### config.mk
export PLATFORM = sky130hd
export DESIGN_NAME = pc_stack_unit
export DESIGN_NICKNAME = d
export VERILOG_FILES = /design/src/rtl/musa_pc_pkg.sv /design/src/rtl/pc_stack_unit_return_stack.sv /design/src/rtl/pc_stack_unit.sv
export SDC_FILE = /design/constraint.sdc
export NUM_CORES = 1
export LEC_CHECK = 0
export BUFFER_PORTS_ARGS = -buffer_cell sky130_fd_sc_hd__buf_2
export CAP_MARGIN = 20
export CORE_MARGIN = 5
export CORE_UTILIZATION = 64
export CTS_CLUSTER_DIAMETER = 120
export DETAILED_ROUTE_END_ITERATION = 6
export PLACE_DENSITY = 0.95
export SKIP_CTS_REPAIR_TIMING = 1
export SYNTH_ARGS = -nofsm -noshare
export SYNTH_HDL_FRONTEND = slang
export SYNTH_SLANG_ARGS = --single-unit
### constraint.sdc
create_clock -name clock -period 10.2 [get_ports clock]
set_input_delay 0.51 -clock clock [delete_from_list [all_inputs] [get_ports clock]]
set_output_delay 0.51 -clock clock [all_outputs]
set_load 0.01 [all_outputs]
### src/rtl/musa_pc_pkg.sv
// Shared definitions for the PC / return-stack unit:
// next-PC source encodings and the default sequential step.
package musa_pc_pkg;

    typedef enum logic [1:0] {
        PC_SRC_STACK    = 2'b00,
        PC_SRC_REGISTER = 2'b01,
        PC_SRC_SEQUENCE = 2'b10,
        PC_SRC_RELATIVE = 2'b11
    } pc_src_e;

    localparam int DEFAULT_PC_STEP = 4;

endpackage

### src/rtl/pc_stack_unit_return_stack.sv
// Return-address LIFO with a combined pop+push that replaces the top in place.
// Entries at or above the stack pointer are never presented on o_top.
module return_stack
    import musa_pc_pkg::*;
#(
    parameter int WIDTH = 32,
    parameter int DEPTH = 8,
    localparam int SPW = $clog2(DEPTH + 1),
    localparam int AW  = $clog2(DEPTH)
) (
    input  logic             i_clock,
    input  logic             i_reset,
    input  logic             i_push,
    input  logic             i_pop,
    input  logic [WIDTH-1:0] i_push_data,
    output logic [WIDTH-1:0] o_top,
    output logic [SPW-1:0]   o_sp,
    output logic             o_empty,
    output logic             o_full
);

    logic [WIDTH-1:0] r_mem [DEPTH];
    logic [SPW-1:0]   r_sp;

    logic          w_empty;
    logic          w_full;
    logic          w_replace;
    logic          w_do_push;
    logic          w_do_pop;
    logic [AW-1:0] w_top_idx;
    logic [AW-1:0] w_wr_idx;

    assign w_empty   = (r_sp == '0);
    assign w_full    = (r_sp == SPW'(DEPTH));
    assign w_top_idx = AW'(r_sp - SPW'(1));
    assign w_wr_idx  = AW'(r_sp);

    // A pop on an empty stack is ignored, so the push still goes ahead.
    assign w_replace = i_push && i_pop && !w_empty;
    assign w_do_pop  = i_pop && !i_push && !w_empty;
    assign w_do_push = i_push && !w_replace && !w_full;

    always_ff @(posedge i_clock) begin
        if (i_reset) begin
            r_sp <= '0;
        end else if (w_do_push) begin
            r_sp <= r_sp + SPW'(1);
        end else if (w_do_pop) begin
            r_sp <= r_sp - SPW'(1);
        end
    end

    always_ff @(posedge i_clock) begin
        if (!i_reset) begin
            if (w_replace) begin
                r_mem[w_top_idx] <= i_push_data;
            end else if (w_do_push) begin
                r_mem[w_wr_idx] <= i_push_data;
            end
        end
    end

    assign o_top   = w_empty ? '0 : r_mem[w_top_idx];
    assign o_sp    = r_sp;
    assign o_empty = w_empty;
    assign o_full  = w_full;

endmodule

### src/rtl/pc_stack_unit.sv
// Program counter with next-PC selection and a call/return stack.
// Underflow and overflow raise a sticky error that only reset clears.
module pc_stack_unit
    import musa_pc_pkg::*;
#(
    parameter int               WIDTH    = 32,
    parameter int               DEPTH    = 8,
    parameter int               PC_STEP  = DEFAULT_PC_STEP,
    parameter logic [WIDTH-1:0] RESET_PC = '0,
    localparam int              SPW      = $clog2(DEPTH + 1)
) (
    input  logic             clock,
    input  logic             reset,
    input  logic             stall,
    input  logic [1:0]       pc_src,
    input  logic             push,
    input  logic [WIDTH-1:0] ready_data1,
    input  logic [WIDTH-1:0] relative_pc,
    output logic [WIDTH-1:0] pc,
    output logic [WIDTH-1:0] pc_sequency,
    output logic [SPW-1:0]   sp,
    output logic             stack_empty,
    output logic             stack_full,
    output logic             stack_error
);

    logic [WIDTH-1:0] r_pc;
    logic             r_err;

    pc_src_e          w_src;
    logic [WIDTH-1:0] w_seq;
    logic [WIDTH-1:0] w_next_pc;
    logic [WIDTH-1:0] w_top;
    logic [SPW-1:0]   w_sp;
    logic             w_pop;
    logic             w_push;
    logic             w_empty;
    logic             w_full;
    logic             w_underflow;
    logic             w_overflow;

    assign w_src  = pc_src_e'(pc_src);
    assign w_seq  = r_pc + WIDTH'(PC_STEP);
    assign w_pop  = !stall && (w_src == PC_SRC_STACK);
    assign w_push = !stall && push;

    assign w_underflow = w_pop && w_empty;
    assign w_overflow  = w_push && w_full && !w_pop;

    return_stack #(
        .WIDTH (WIDTH),
        .DEPTH (DEPTH)
    ) u_stack (
        .i_clock     (clock),
        .i_reset     (reset),
        .i_push      (w_push),
        .i_pop       (w_pop),
        .i_push_data (w_seq),
        .o_top       (w_top),
        .o_sp        (w_sp),
        .o_empty     (w_empty),
        .o_full      (w_full)
    );

    always_comb begin
        w_next_pc = w_seq;
        unique case (w_src)
            PC_SRC_STACK:    w_next_pc = w_empty ? w_seq : w_top;
            PC_SRC_REGISTER: w_next_pc = ready_data1;
            PC_SRC_SEQUENCE: w_next_pc = w_seq;
            PC_SRC_RELATIVE: w_next_pc = r_pc + relative_pc;
            default:         w_next_pc = w_seq;
        endcase
    end

    always_ff @(posedge clock) begin
        if (reset) begin
            r_pc  <= RESET_PC;
            r_err <= 1'b0;
        end else if (!stall) begin
            r_pc <= w_next_pc;
            if (w_underflow || w_overflow) begin
                r_err <= 1'b1;
            end
        end
    end

    assign pc          = r_pc;
    assign pc_sequency = w_seq;
    assign sp          = w_sp;
    assign stack_empty = w_empty;
    assign stack_full  = w_full;
    assign stack_error = r_err;

endmodule

==> metrics.cfg <==
[sta]
setup_tns_ns = 0
rsz0062_at_grt = false
fin_crit_sh_pct = 45.6
fmaxAchievable_ghz = 0.215
fin_ws_ns = 5.55
slew_viol_final = 0
fin_skew_ns = 0.0219
relSlewSlack_pct = 20.8
worstMarginPinSlew_ns = 1.19
layout_min_cycle_time_ns = 4.65
hold_viol = 0
setup-violations-final = 0

[clocking]
ctsHtreeMaxLevel = 1
clock_sinks = 293
cts.clk_slew.worst_paths_ns = 0.07
cts_buffers = 28
cts_tree = built
clock-root-buffer = clkbuf_16
clkLatencyLatePin_ns = 0.56
cts_buffer_depth = 3

[logic_synthesis]
async_reset_ff_share_pct = 0
synth_edf_count = 256
synth_warnings = 0
ys.flop_type = edfxtp_1
seq_area_frac_synth_pct = 59.6
avgSynthCellArea_um2 = 13.2
synth.largest_area_cell = edfxtp_1
ys_types = 67
syn_nets = 1178
synth_area_leaders = edfxtp_1 54%, mux4_2 10%, dfxtp_1 5.2%
ys_seq_elements = 293
synthesis.area_mm2 = 0.0141
synth_top_area_share_pct = 54.4
synthCells = 1073

[die]
die_area_mm2 = 0.0252
io-pin-count = 141
core_area_mm2 = 0.0218
die_h_um = 159
initial_core_util_pct = 65.0
rows = 54
die_w_um = 159

[placed_design]
dp_slack_ns = 5.41
placed_cells = 1443
dp_hpwl_mm = 26.5
portBuffers = 140
place.gp.congestion = 0.968

[setup_path]
cp-start-kind = register
worst_ep_required_time_ns = 10.36
crit_slowest_cell = nor2_4
crit_path_cell_trace = inv_1 -> ha_2 -> nor3b_1 -> nor3_2 -> nor2_1 -> nand3_1 -> nor2_1 -> nand2_1 -> o31ai_1 -> a22oi_1 -> nor2_4
crit_arrival_ns = 4.81
crit_top_cell = nor2_1
slowest_delay_ns = 0.93
critPathKind = register to register
crit_fanout = 32
cp_top_family = simple AND/OR/NAND/NOR gates
cp.buffers_inverters = 1
cp-end-kind = register

[global_route]
grt-ovfl-total = 0
grt_pass1_vias = 10700
grt_max_degree = 47
grtUsageTotal_pct = 34.0
antenna_found_initial = 0
grt_pass1_wl_mm = 63.9

[cells_and_area]
fillers = 1223
multi_input_area_mm2 = 0.00548
nets = 1301
seq_area_mm2 = 0.00843
layout_commonest_cell = edfxtp_1
antenna_cells = 0
fin_cells = 1498
area_growth_pct = 14.1
drive_gt1_share_pct = 23.9
layout_common_cells = 256 x edfxtp_1, 140 x buf_2, 125 x nand2_1

[power_and_ir_drop]
seqPwrFrac_pct = 45.4
switchingPower_uw = 852
power_density_mw_per_mm2 = 190
p_leak_nw = 5.86
pwr-share-clk_pct = 36.9
switching_share_pct = 27.9
ir_drop_uv = 129
power_frac_comb_pct = 17.7
power_mw = 3.06
p_int_mw = 2.21

[detailed_routing]
dr_total_vias = 10800
wl_per_cell_um = 28.7
drtIter0Drc = 1434
vias_per_cell = 7.20
drc = 1
drt-total-wl_mm = 43.0
antenna_left = 0
dr.pass1.iters = 7

[run_status]
violations = design-rule violations
status = finished with violations

[worst_hold_path]
hold_path_class = primary input to register

[run]
max_cap_violations = 0

[sequential cells by signal, summed over array words and instances (netlist names)]
register	count
u_stack.o_sp	4
u_stack.r_mem	256
pc	32
stack_error	1
[synth_stat cells (16+ instances only)]
cell and count:
mux4_2 64, xnor2_1 40, edfxtp_1 256, xor2_1 18
ha_1 34, nand2_1 125, nor2_1 79, a31oi_1 18
o21ai_0 55, dfxtp_1 37, nand3_1 29, clkbuf_1 42
a21o_1 16, a21oi_1 58
[stage by stage]
step | utilization [%] | cell area (um^2) | hold slack (ns)
after floorplan | - | 14100 | 0.505
after global placement | 69.4 | 15100 | 0.450
after detailed placement | 69.4 | 15100 | 0.499
after CTS | 73.9 | 16100 | 0.307
after global routing | 74.1 | 16100 | 0.318
final | 74.1 | 16100 | 0.307
[layout make-up]
| cell class | instances | share of cell area [%] |
|---|---|---|
| flip-flops and latches | 293 | 52.3 |
| multi-input cells | 705 | 34.0 |
| repair buffers | 152 | 5.05 |
| clock buffers | 29 | 4.37 |
| well taps | 280 | 2.17 |
| clock inverters | 23 | 1.78 |
| inverters | 16 | 0.372 |
[cell families (layout without fill, tap and decap cells)]
family	after synthesis	after routing	synth area share, %
XOR/XNOR	58	58	3.59
adder cells (fa/ha/maj)	35	35	3.15
flip-flops	293	293	59.6
multiplexers	80	80	11.4
buffers and inverters	75	220	2.21
AND/OR/NAND/NOR	311	311	9.97
AO/OA/AOI/OAI	221	221	10.1
[power by group through the flow]
| stage | Clock [mW] | Sequential [mW] | Combinational (mW) |
|---|---|---|---|
| 5_1_grt | 1.17 | 1.39 | 0.571 |
| 3_5_place_dp | 0 | 1.41 | 0.506 |
| 3_3_place_gp | 0 | 1.41 | 0.483 |
| 2_1_floorplan | 0 | 1.40 | 0.344 |
| 4_1_cts | 1.12 | 1.39 | 0.524 |
| 6_report | 1.13 | 1.39 | 0.542 |
[worst min-delay path, delay by kind of cell]
kind                   cells  cell delay (ns)
AO/OA/AOI/OAI              2             0.22
buffers and inverters      1             0.09
[per-layer routing]
| metal | track usage, % | vias to the layer above | wire, um |
|---|---|---|---|
| met5 | 0 | - | 0 |
| met4 | 19.6 | 0 | 3280 |
| met3 | 7.09 | 270 | 5610 |
| met2 | 54.9 | 1085 | 20100 |
| met1 | 43.2 | 5069 | 14100 |
| li1 | - | 4364 | - |
[path summary, 6_finish.rpt]
path	startpoint	endpoint	slack, ns	cells past startpoint
hold / removal	ready_data1[25]	pc[25]	0.31	3
hold reg to reg	stack_error	stack_error	0.52	2
setup / recovery	u_stack.o_sp[0]	u_stack.r_mem[3][19]	5.55	11
setup reg to reg	u_stack.o_sp[0]	u_stack.r_mem[3][19]	5.55	11
Power figures use the tool's default switching activity.
